<file path="src/rtl/contador_mod_n.sv">
// contador_mod_n: a modulo-MODULUS up/down counter with preset and load.
// It also keeps a saturating count of wrap events.
// The terminal output is a combinational cascade carry. Driving the enable
// of the next digit with it builds a synchronous multi-digit counter.
`timescale 1ns/1ps

module contador_mod_n #(
    parameter int WIDTH      = 4,
    parameter int MODULUS    = 13,
    parameter int WRAP_WIDTH = 8
) (
    input  logic                  clock,
    input  logic                  reset,
    input  logic                  preset,
    input  logic                  load,
    input  logic [WIDTH-1:0]      load_value,
    input  logic                  enable,
    input  logic                  up_down,
    output logic [WIDTH-1:0]      counter,
    output logic                  terminal,
    output logic                  load_error,
    output logic [WRAP_WIDTH-1:0] wraps
);

    // Refuse to build with a modulus that the count register cannot hold.
    generate
        if (MODULUS < 2 || MODULUS > (2 ** WIDTH) || WRAP_WIDTH < 1) begin : g_bad_params
            $error("contador_mod_n: need 2 <= MODULUS <= 2**WIDTH and WRAP_WIDTH >= 1");
        end
    endgenerate

    // The highest legal count. This is also the preset target.
    localparam logic [WIDTH-1:0] LAST_COUNT = WIDTH'(MODULUS - 1);

    // The modulus is widened by one bit so that MODULUS == 2**WIDTH still compares correctly.
    localparam logic [WIDTH:0] MODULUS_EXT = (WIDTH + 1)'(MODULUS);

    logic [WIDTH-1:0] next_count;
    logic             load_in_range;

    // This block computes the next enabled count, the terminal carry and the load range check.
    always_comb begin
        next_count    = counter;
        terminal      = 1'b0;
        load_in_range = ({1'b0, load_value} < MODULUS_EXT);
        if (up_down) begin
            terminal   = enable && (counter == LAST_COUNT);
            next_count = (counter == LAST_COUNT) ? '0 : counter + WIDTH'(1);
        end else begin
            terminal   = enable && (counter == '0);
            next_count = (counter == '0) ? LAST_COUNT : counter - WIDTH'(1);
        end
    end

    // This block is the state register. Priority is reset, then preset, then load, then enable.
    // A wrap is counted only when the enabled step is not overridden.
    always_ff @(posedge clock) begin
        if (reset) begin
            counter    <= '0;
            wraps      <= '0;
            load_error <= 1'b0;
        end else if (preset) begin
            counter    <= LAST_COUNT;
            load_error <= 1'b0;
        end else if (load) begin
            if (load_in_range) begin
                counter    <= load_value;
                load_error <= 1'b0;
            end else begin
                counter    <= LAST_COUNT;
                load_error <= 1'b1;
            end
        end else begin
            load_error <= 1'b0;
            if (enable) begin
                counter <= next_count;
            end
            if (terminal && (wraps != '1)) begin
                wraps <= wraps + WRAP_WIDTH'(1);
            end
        end
    end

endmodule

</file>
<file path="config.mk">
export PLATFORM = sky130hd
export DESIGN_NAME = contador_mod_n
export DESIGN_NICKNAME = d
export VERILOG_FILES = /design/src/rtl/contador_mod_n.sv
export SDC_FILE = /design/constraint.sdc
export NUM_CORES = 1
export LEC_CHECK = 0
export BUFFER_PORTS_ARGS = -buffer_cell sky130_fd_sc_hd__buf_2
export CAP_MARGIN = 20
export CELL_PAD_IN_SITES_DETAIL_PLACEMENT = 0
export CELL_PAD_IN_SITES_GLOBAL_PLACEMENT = 2
export CORE_ASPECT_RATIO = 0.75
export CORE_MARGIN = 5
export CORE_UTILIZATION = 31
export CTS_CLUSTER_DIAMETER = 80
export DETAILED_ROUTE_END_ITERATION = 8
export PLACE_DENSITY_LB_ADDON = 0.1
export SYNTH_ARGS = -nofsm -noshare
export SYNTH_HDL_FRONTEND = slang
export SYNTH_SLANG_ARGS = --single-unit
</file>
<file path="constraint.sdc">
create_clock -name clock -period 3.9 [get_ports clock]
set_input_delay 0.39 -clock clock [delete_from_list [all_inputs] [get_ports clock]]
set_output_delay 0.39 -clock clock [all_outputs]
set_load 0.005 [all_outputs]
</file>
---- Yosys cells after proc, flatten, opt, wreduce, memory -nomap -nowiden ----
Index checks and enable logic that the tools add are counted.
W data, S select, Z words.
operators by class
  reductions and logical operators ........ 9
  eq/ne operators ......................... 2
  bitwise gates (word level) .............. 2
  order comparisons ....................... 1
  multiplexer cells ....................... 9
  add/subtract/negate cells ............... 3
operators with widths
  kind                   count
  $mux W4                7
  $add A8 B1 Y8 const B  1
  $ne A8 B8 Y1 const B   1
  $add A4 B1 Y4 const B  1
  $eq A4 B4 Y1 const B   1
  $logic_not A4 Y1       1
  $lt A4 B4 Y1 const B   1
  $sub A4 B1 Y4 const B  1
  $logic_and A1 B1 Y1    3
  $reduce_and A3 Y1      1
  $reduce_bool A3 Y1     1
  $reduce_or A3 Y1       1
  $mux W1                2
  $not A1 Y1             2
  $reduce_bool A2 Y1     1
  $reduce_or A2 Y1       1
storage, ports and cells
  word-level logic and storage cells ...... 30
  bits of input ports ..................... 10
  register bits ........................... 13
  output and inout port bits .............. 14

---- Longest topological paths before layout ----
  depth in word-level cells ............... 6
  gate-level depth with buffers ........... 8
  depth with buffers taken out ............ 7

---- Worst setup path before layout ----
OpenSTA, ideal clock, no wires.
  path type ............................... reg-to-reg
  start point ............................. register counter[0]
  end point ............................... register wraps[4]
  data required time ...................... 3.772 ns
  data arrival time ....................... 1.519 ns
  setup slack ............................. 2.253 ns
  cell stages (with the launch flop) ...... 9
  library setup time ...................... 0.128 ns
  clock period less this slack ............ 1.647 ns
  path through ............................ dfxtp_1 inv_1 ha_1 buf_2 and4bb_1 o21ai_4 nor4b_4 xnor2_1 nor2_1
between the ends
  word-level cells in the longest chain between the ends .. 5
ends and longest elaborated chain
  item                                              line    RTL
  start: declaration                                19      output logic [WIDTH-1:0] counter,
  start signal: assignment                          67      counter <= load_value;
  start signal: assignment                          76      counter <= next_count;
  $eq A4 B4 Y1 or $logic_not A4 Y1 (tied branches)  47, 50
  $logic_and A1 B1 Y1 (on tied branches)            47, 50
  $mux W1 *                                         46      if (up_down) begin
  $logic_and A1 B1 Y1 *                             78      if (terminal && (wraps != '1)) begin
  $reduce_and A3 Y1 (no source line) *              --
  end signal: assignment                            79      wraps <= wraps + WRAP_WIDTH'(1);
  end: declaration                                  22      output logic [WRAP_WIDTH-1:0] wraps
Every way passes the cells marked *; elsewhere a longest branch is shown, timed or not.
A chain may end at the register's enable or synchronous reset.

---- Final worst setup path ----
  start point ............................. register counter[2]
  end point ............................... output terminal
between the ends
  word-level cells in the longest chain between the ends .. 3
ends and longest elaborated chain
  item                                              line    RTL
  $eq A4 B4 Y1 or $logic_not A4 Y1 (tied branches)  47, 50
  $logic_and A1 B1 Y1 (on tied branches)            47, 50
  $mux W1 *                                         46
  end: declaration                                  20      output logic terminal,
Marks and branches as above.

==> results.sh <==
export IMPL_vias_per_cell=4.91
export IMPL_cp_startpoint="counter[2]$_SDFFE_PP0P_"
export IMPL_numCtsBuffers=3
export IMPL_hold_buffers=0
export IMPL_fin_skew_ns=0.00507
export IMPL_layout_setup_ws_ns=2.02
export IMPL_fp_dieW_microns=71.0
export IMPL_grt_pass1_vias=655
export IMPL_final_nets=136
export IMPL_finalCritPeriodShare_pct=48.2
export IMPL_cp_required_ns=3.51
export IMPL_diodes=0
export IMPL_hold_class="input pin to flop"
export IMPL_path_max_fanout=12
export IMPL_clock_fmax_mhz=531
export IMPL_cts_tree="yes"
export IMPL_start_util_pct=32.8
export IMPL_synth_flop_cell="dfxtp_1"
export IMPL_cts_setup_buffers=0
export IMPL_drv_slew=0
export IMPL_drc=0
export IMPL_finalSetupViolations=0
export IMPL_crit_type="flop to primary output"
export IMPL_finalHoldViolations=0
export IMPL_postSynthRegisterBits=13
export IMPL_fill_cells=292
export IMPL_grt_max_degree=14
export IMPL_cts_root_buf="clkbuf_8"
export IMPL_ant_nets=0
export IMPL_drt_iter0_markers=80
export IMPL_cts_max_path_buffers=2
export IMPL_place_ws_ns=2.10
export IMPL_post_route_min_period_ns=1.88
export IMPL_cap_viol_max_count=0
export IMPL_port_buffer_count=23
export IMPL_grt_usage_pct=11.1
export IMPL_wl_mm=2.11
export IMPL_post_cts_resized=0
export IMPL_yosysWarnings=0
export IMPL_syn_num_nets=116
export IMPL_syn_area_sq_um=866
export IMPL_dr_pass1_iters=4
export IMPL_die_area_sq_um=3960
export IMPL_min_from="preset"
export IMPL_endpoint_kind="primary output"
export IMPL_grt_pass1_wl_mm=3.45
export IMPL_p_leak_nw=0.398
export IMPL_power_per_cell_area_nw_per_um2=307
export IMPL_status="finished, final reports clean"
export IMPL_clk_latency_ns=0.24
export IMPL_grt_setup_unrepaired="false"
export IMPL_worstPathArrival_ns=1.49
export IMPL_clkTransAtPathRegs_ns=0.06
export IMPL_antenna_found_initial=0
export IMPL_ir_drop_mv=0.160
export IMPL_htreeDepth=1
export IMPL_grt_ovfl_total=0
export IMPL_synthCells=103
export IMPL_ys_seq_area_share_pct=30.1
export IMPL_rows=16
export IMPL_wire_per_inst_microns=13.3
export IMPL_cp_start_kind="flop"
export IMPL_syn_to_final_growth_pct=17.5
export IMPL_dr_total_vias=776
export IMPL_r2r_start="counter[0]$_SDFFE_PP0P_"
export IMPL_hold_worst_slack_ns=0.425
export IMPL_coreArea_sq_um=2640
export IMPL_fin_tns_setup_ns=0
export IMPL_hpwlAfterDp_mm=1.58
export IMPL_async_reset_ff_share_pct=0
export IMPL_worst_pin_slew_ns=0.441
export IMPL_pin_count=24
export IMPL_ys_types=40
export IMPL_clock_sinks=13
export IMPL_synth_edff_count=0
export IMPL_drive_above_1_share_pct=26.2
export IMPL_synth_avg_cell_area_sq_um=8.41
export IMPL_place_gp_congestion=0.747
export IMPL_fp_dieH_microns=55.8
export IMPL_slew_limit_headroom_pct=70.6
[power breakdown]
part	internal, mW	switching (mW)	total (mW)
clock	0.0722	0.0491	0.121
combinational	0.0216	0.0260	0.0476
sequential	0.136	0.00753	0.144
[layer usage]
| metal | track usage (%) | part of all wire (%) |
|---|---|---|
| met1 | 17.4 | 57 |
| met2 | 12.7 | 36 |
| met3 | 5.05 | 6.8 |
| met4 | 3.22 | 0.43 |
| met5 | 0 | 0 |
[metrics by stage]
step	power, mW	area [sq um]	std cells	utilization (%)
floorplan	0.182	866	103	-
global placement	0.195	972	154	36.8
detailed placement	0.194	972	154	36.8
CTS	0.318	1020	158	38.5
global route	0.333	1020	158	38.5
finish	0.312	1020	158	38.5
[registers in the layout (all words and copies together), names as in the netlist]
name	cells
wraps	8
counter	4
load_error	1
[final cells by class]
class / count / area (sq um) / area share [%]
Clock buffer: 4 / 45.0 / 4.43
Timing Repair Buffer: 23 / 115 / 11.3
Inverter: 4 / 15.0 / 1.48
Sequential cell: 13 / 260 / 25.6
Multi-Input combinational cell: 78 / 537 / 52.8
Tap cell: 36 / 45.0 / 4.43
[cell usage after synthesis, drive strengths merged, types with 2 or more instances]
library cell	number	area [sq um]
o21ai	4	31.3
a21oi	3	15.0
nor3	7	51.3
nor3b	4	30.0
and3	2	17.5
buf	6	45.0
nand3	5	25.0
a311oi	2	17.5
nor2	14	52.6
dfxtp	13	260
a31oi	5	31.3
inv	4	15.0
clkbuf	2	8.75
ha	3	37.5
o21a	2	15.0
xnor2	5	43.8
a211oi	2	15.0
nand2	5	18.8
[critical path: stages, from the launching register on]
cell and delay [ns]:
dfxtp_1 0.59, and3_4 0.29, o21ai_0 0.12, nor2_1 0.12, buf_2 0.12
[final timing paths]
path	slack [ns]	cells after the start	endpoint
worst max-delay path	2.02	4	terminal
worst min-delay path	0.42	2	counter[1]$_SDFFE_PP0P_
worst min register to register	0.50	1	wraps[5]$_SDFFE_PP0P_
worst max register to register	2.10	7	wraps[4]$_SDFFE_PP0P_
[layout by cell type, fill, tap and decap left out, drive strengths merged, types with 3 or more instances in the layout]
cell	netlist	routed
dfxtp	13	13
nor2	14	14
a21oi	3	3
ha	3	3
xnor2	5	5
o21ai	4	4
a31oi	5	5
nand3	5	5
nor3b	4	4
nor3	7	7
nand2	5	5
buf	6	23
clkbuf	2	4
inv	4	4
[logic make-up after synthesis]
| family | Yosys count | synth area share [%] |
|---|---|---|
| mux | 1 | 1.30 |
| xor+xnor | 5 | 5.06 |
| simple gates | 45 | 31.2 |
| fa+ha+maj | 3 | 4.34 |
| buf+inv | 12 | 7.95 |
| compound gates | 24 | 20.1 |
| flops | 13 | 30.1 |
Power figures use the tool's default switching activity.
